==> src/rtl/rv64_pkg.sv <==
// Shared RV64 fetch constants and the instruction-entry record held by the prefetch buffer.
package rv64_pkg;

  localparam int XLEN = 64;
  localparam int ILEN = 32;
  localparam logic [XLEN-1:0] RESET_PC_DEFAULT = 64'h0;

  typedef struct packed {
    logic [XLEN-1:0] pc;
    logic [ILEN-1:0] instr;
  } fetch_entry_t;

endpackage

==> src/rtl/instr_fifo.sv <==
// Circular {pc, instr} store: up to 2 pushes and 1 pop per cycle, synchronous clear.
// The head presents registered storage; an empty queue keeps showing the last head seen.
module instr_fifo import rv64_pkg::*; #(
  parameter int DEPTH = 4
) (
  input  logic                   clk,
  input  logic                   rst,
  input  logic                   i_clr,
  input  logic [1:0]             i_push_n,
  input  logic [XLEN-1:0]        i_push0_pc,
  input  logic [ILEN-1:0]        i_push0_instr,
  input  logic [XLEN-1:0]        i_push1_pc,
  input  logic [ILEN-1:0]        i_push1_instr,
  input  logic                   i_pop,
  output logic [XLEN-1:0]        o_head_pc,
  output logic [ILEN-1:0]        o_head_instr,
  output logic [$clog2(DEPTH):0] o_count
);

  localparam int PW = $clog2(DEPTH);
  localparam int CW = PW + 1;

  fetch_entry_t   r_mem [DEPTH];
  fetch_entry_t   r_last;
  logic [PW-1:0]  r_wr;
  logic [PW-1:0]  r_rd;
  logic [CW-1:0]  r_count;
  logic [PW-1:0]  w_wr_next;
  logic           w_pop;
  logic           w_nonempty;
  fetch_entry_t   w_head;

  assign w_nonempty = (r_count != '0);
  assign w_pop      = i_pop && w_nonempty;
  assign w_wr_next  = r_wr + PW'(1);
  assign w_head     = w_nonempty ? r_mem[r_rd] : r_last;

  always_ff @(posedge clk) begin
    if (rst || i_clr) begin
      r_wr    <= '0;
      r_rd    <= '0;
      r_count <= '0;
    end else begin
      if (i_push_n != 2'd0) r_mem[r_wr]      <= '{pc: i_push0_pc, instr: i_push0_instr};
      if (i_push_n == 2'd2) r_mem[w_wr_next] <= '{pc: i_push1_pc, instr: i_push1_instr};
      r_wr    <= r_wr + PW'(i_push_n);
      if (w_pop) r_rd <= r_rd + PW'(1);
      r_count <= r_count + CW'(i_push_n) - CW'(w_pop);
    end
  end

  // Shadow of the visible head so the outputs hold across empty periods and flushes.
  always_ff @(posedge clk) begin
    if (rst) begin
      r_last <= '0;
    end else if (w_nonempty) begin
      r_last <= r_mem[r_rd];
    end
  end

  assign o_head_pc    = w_head.pc;
  assign o_head_instr = w_head.instr;
  assign o_count      = r_count;

endmodule

==> src/rtl/prefetch_buffer.sv <==
// Instruction prefetcher: one 64-bit word read in flight, 2-cycle issue-to-out_valid latency.
// Reads only start with room for two entries, so a full buffer stalls fetch and never overwrites.
module prefetch_buffer import rv64_pkg::*; #(
  parameter int              ADDR_WIDTH = 10,
  parameter int              DEPTH      = 4,
  parameter logic [XLEN-1:0] RESET_PC   = RESET_PC_DEFAULT
) (
  input  logic                   clk,
  input  logic                   rst,
  input  logic                   redirect_valid,
  input  logic [XLEN-1:0]        redirect_pc,
  output logic [ADDR_WIDTH-1:0]  mem_addr,
  output logic                   mem_re,
  input  logic [63:0]            mem_rdata,
  output logic                   out_valid,
  input  logic                   out_ready,
  output logic [XLEN-1:0]        out_pc,
  output logic [ILEN-1:0]        out_instr,
  output logic [$clog2(DEPTH):0] count
);

  localparam int CW = $clog2(DEPTH) + 1;

  logic [XLEN-1:2] r_fetch_pc;
  logic [XLEN-1:2] r_req_pc;
  logic            r_outstanding;
  logic            r_drop;

  logic            w_space;
  logic            w_ret;
  logic [1:0]      w_push_n;
  logic [XLEN-1:0] w_push0_pc;
  logic [ILEN-1:0] w_push0_instr;
  logic [XLEN-1:0] w_push1_pc;
  logic [ILEN-1:0] w_push1_instr;
  logic            w_pop;
  logic            w_unused;

  assign w_unused = ^redirect_pc[1:0];

  assign mem_addr = r_fetch_pc[ADDR_WIDTH+2:3];
  assign w_space  = (count <= CW'(DEPTH - 2));
  assign mem_re   = !r_outstanding && !rst && !redirect_valid && w_space;

  always_ff @(posedge clk) begin
    if (rst) begin
      r_fetch_pc    <= RESET_PC[XLEN-1:2];
      r_req_pc      <= '0;
      r_outstanding <= 1'b0;
      r_drop        <= 1'b0;
    end else begin
      r_outstanding <= mem_re;
      if (redirect_valid) begin
        r_fetch_pc <= redirect_pc[XLEN-1:2];
        r_drop     <= r_outstanding;
      end else if (mem_re) begin
        r_fetch_pc <= {r_fetch_pc[XLEN-1:3] + 61'd1, 1'b0};
        r_req_pc   <= r_fetch_pc;
        r_drop     <= 1'b0;
      end
    end
  end

  // A return landing in a redirect cycle belongs to the old stream and is discarded.
  assign w_ret         = r_outstanding && !r_drop && !redirect_valid;
  assign w_push_n      = !w_ret ? 2'd0 : (r_req_pc[2] ? 2'd1 : 2'd2);
  assign w_push0_pc    = {r_req_pc[XLEN-1:3], r_req_pc[2], 2'b00};
  assign w_push0_instr = r_req_pc[2] ? mem_rdata[63:32] : mem_rdata[31:0];
  assign w_push1_pc    = {r_req_pc[XLEN-1:3], 3'b100};
  assign w_push1_instr = mem_rdata[63:32];

  assign out_valid = (count != '0);
  assign w_pop     = out_valid && out_ready;

  instr_fifo #(.DEPTH(DEPTH)) u_fifo (
    .clk           (clk),
    .rst           (rst),
    .i_clr         (redirect_valid),
    .i_push_n      (w_push_n),
    .i_push0_pc    (w_push0_pc),
    .i_push0_instr (w_push0_instr),
    .i_push1_pc    (w_push1_pc),
    .i_push1_instr (w_push1_instr),
    .i_pop         (w_pop),
    .o_head_pc     (out_pc),
    .o_head_instr  (out_instr),
    .o_count       (count)
  );

endmodule
==> config.mk <==
export PLATFORM = sky130hd
export DESIGN_NAME = prefetch_buffer
export DESIGN_NICKNAME = d
export VERILOG_FILES = /design/src/rtl/rv64_pkg.sv /design/src/rtl/instr_fifo.sv /design/src/rtl/prefetch_buffer.sv
export SDC_FILE = /design/constraint.sdc
export NUM_CORES = 1
export LEC_CHECK = 0
export CAP_MARGIN = 20
export CORE_MARGIN = 2
export CORE_UTILIZATION = 40
export DETAILED_ROUTE_END_ITERATION = 8
export PLACE_DENSITY_LB_ADDON = 0.1
export SYNTH_ARGS = -nofsm -noshare
export SYNTH_HDL_FRONTEND = slang
export SYNTH_SLANG_ARGS = --single-unit
==> constraint.sdc <==
create_clock -name clk -period 8.7 [get_ports clk]
set_input_delay 2.175 -clock clk [delete_from_list [all_inputs] [get_ports clk]]
set_output_delay 2.175 -clock clk [all_outputs]
set_load 0.01 [all_outputs]
==> flow_metrics.env <==
export IMPL_critPathMaxFanout=66
export IMPL_cts_num_sinks=607
export IMPL_hold_viol=0
export IMPL_synth_top_area_share_pct=41.6
export IMPL_post_cts_setup_buffers=0
export IMPL_ctsHoldBuffers=0
export IMPL_antenna_found_initial=3
export IMPL_post_place_cells=3287
export IMPL_synth_fp_nets=2449
export IMPL_fmaxAchievable_mhz=171
export IMPL_clock_skew_ns=0.0228
export IMPL_vias=18500
export IMPL_worst_setup_path_type="primary input to primary output"
export IMPL_status="finished, final reports clean"
export IMPL_synth_area_top_cells="edfxtp_1 (42%), dfxtp_1 (18%), mux4_2 (7.9%)"
export IMPL_synth_largest_area_cell="edfxtp_1"
export IMPL_timing_max_cap_violations=0
export IMPL_slew_headroom_pct=29.3
export IMPL_start_util_pct=40.2
export IMPL_drc_errors=0
export IMPL_r2r_setup_slack_ns=5.44
export IMPL_track_usage_pct=21.1
export IMPL_ys_seq_elements=607
export IMPL_cts_max_path_buffers=3
export IMPL_grt_pass1_vias=18500
export IMPL_syn_inst=2313
export IMPL_grt_max_degree=85
export IMPL_final_cells=3420
export IMPL_syn_cell_area_um2=26900
export IMPL_crit_required_ns=6.53
export IMPL_yosysWarnings=0
export IMPL_p_leak_nw=10.4
export IMPL_portBuffers=240
export IMPL_core_area_um2=66800
export IMPL_hold_ws_ns=0.459
export IMPL_placed_cell_area_um2=30000
export IMPL_drive_gt1_share_pct=10.2
export IMPL_worstPathArrival_ns=3.69
export IMPL_clk_pin_slew_ns=0.06
export IMPL_yosysSeqAreaShare_pct=59.1
export IMPL_cts_resized=0
export IMPL_cts_made_buffers=71
export IMPL_grt_setup_unrepaired="false"
export IMPL_insertion_delay_ns=0.61
export IMPL_rows=95
export IMPL_overflow=0
export IMPL_pin_count=243
export IMPL_p_per_area_nw_per_um2=222
export IMPL_period_needed_ns=5.86
export IMPL_cts_tree="done"
export IMPL_ant_nets=0
export IMPL_die_height_um=263
export IMPL_htreeDepth=3
export IMPL_ys_types=64
export IMPL_finalSetupTns_ns=0
export IMPL_hpwl_um=44900
export IMPL_fin_nets=2623
export IMPL_fin_crit_sh_pct=67.4
export IMPL_syn_to_final_growth_pct=20.2
export IMPL_async_reset_ff_share_pct=0
export IMPL_cts_root_buf="clkbuf_16"
export IMPL_dr_pass1_iters=5
export IMPL_wire_per_inst_um=21.4
export IMPL_vdd_drop_max_mv=0.125
export IMPL_wirelength_um=73100
export IMPL_setup_viol=0
export IMPL_grt_pass1_wl_um=112000
export IMPL_worstMarginPinSlew_ns=1.06
export IMPL_start_kind="primary input"
export IMPL_finalWeightedCongestion=0.813
export IMPL_drtIter0Drc=1259
export IMPL_endpoint_kind="primary output"
export IMPL_synth_edf_count=372
export IMPL_finalInstanceArea_um2=32300
export IMPL_die_area_um2=69300
export IMPL_via_per_inst=5.42
export IMPL_dieWidth_um=263
export IMPL_synth_avg_cell_area_um2=11.6
export IMPL_yosys_most_used_dff="edfxtp_1"
export IMPL_final_max_slew_viol_count=0
export IMPL_hp_class="register to register"
export IMPL_n_fill_cell=6020
-- worst max-delay path, cell delays in order --
cell             delay, ns
buf_2                 0.08
buf_4                 0.55
nor2_1                0.18
nand2_2               0.12
inv_2                 0.07
clkdlybuf4s50_1       0.48
-- cells in the mapped netlist, types with 7 or more instances --
library cell,instances
nand2_1,458
edfxtp_1,372
and2_1,249
dfxtp_1,235
clkbuf_1,140
nor2b_1,132
a22o_1,128
mux4_2,94
a21oi_1,80
nor2_1,71
nand4_1,39
nor3_1,25
a211oi_1,22
inv_1,22
a311oi_1,17
nand3_1,17
buf_1,16
xor2_1,16
xnor2_1,15
or4_1,13
o21ai_0,12
and3_1,10
buf_4,10
nor4b_1,10
or3_1,10
o31ai_1,9
a2111oi_0,8
nor4_1,8
and4_1,7
buf_2,7
-- power by group --
group	switching, mW	internal [mW]	leakage (nW)	total [mW]
clock network	1.17	1.76	1.11	2.93
logic	0.527	0.483	4.58	1.01
registers	0.0772	3.16	4.66	3.24
-- path summary, 6_finish.rpt --
check                 start              to  cells past startpoint
min           r_fetch_pc[2]     r_req_pc[2]                      2
max reg2reg   r_fetch_pc[4]  r_fetch_pc[57]                      6
max          redirect_valid          mem_re                      6
min reg2reg   r_fetch_pc[2]     r_req_pc[2]                      2
-- per-stage QoR --
stage,power [mW],setup slack [ns],util (%)
finish,7.18,2.84,48.3
global route,7.47,2.74,48.3
CTS,7.27,2.83,48.3
detailed placement,4.32,2.83,44.9
global placement,4.31,2.83,44.9
floorplan,3.78,2.42,-
-- layout make-up --
class / count / area [um2] / share of cell area [%]
Timing Repair Buffer: 276 / 2670 / 8.27
Tap cell: 873 / 1090 / 3.38
Antenna cell: 2 / 5.00 / 0.0155
Sequential cell: 607 / 15900 / 49.2
Clock buffer: 114 / 2120 / 6.56
Inverter: 23 / 87.6 / 0.271
Clock inverter: 17 / 170 / 0.527
Multi-Input combinational cell: 1508 / 10300 / 31.8
-- sequential cells by signal, summed over array words and instances (netlist names), named ones only --
register and cells:
u_fifo.r_mem 376, u_fifo.r_last 96, r_fetch_pc 62, r_req_pc 62
u_fifo.o_count 3, u_fifo.r_rd 2, u_fifo.r_wr 2, r_drop 1
r_outstanding 1
-- cell families after synthesis --
group                      count (synthesis)  synth area share (%)
and+or+nand+nor                         1075                  20.4
DFF                                      607                  59.1
AOI/OAI and AO/OA                        302                  8.35
buffers and inverters                    198                  2.99
muxes                                     96                  7.96
xor gates and xnor gates                  31                  1.01
adders and majority gates                  4                 0.214
-- cell usage in the layout, fill, tap and decap left out, drive strengths merged, types with 15 or more instances in the layout --
master	instances
nand2	458
nand4	40
edfxtp	372
buf	37
nor2	71
clkdlybuf4s50	238
a22o	128
or4	16
a211oi	22
mux4	94
xnor2	15
clkbuf	115
nand3	18
a311oi	17
nor2b	132
dfxtp	235
and2	249
a21oi	80
inv	26
nor3	25
xor2	16
-- layer usage --
metal / up-vias / track usage [%] / share of wire, %
met5: - / 0 / 0
met3: 93 / 2.86 / 5.6
met1: 9208 / 28.8 / 45
met4: 0 / 5.73 / 1.8
li1: 8674 / - / -
met2: 548 / 35.2 / 48
(Power assumes the default switching activity.)
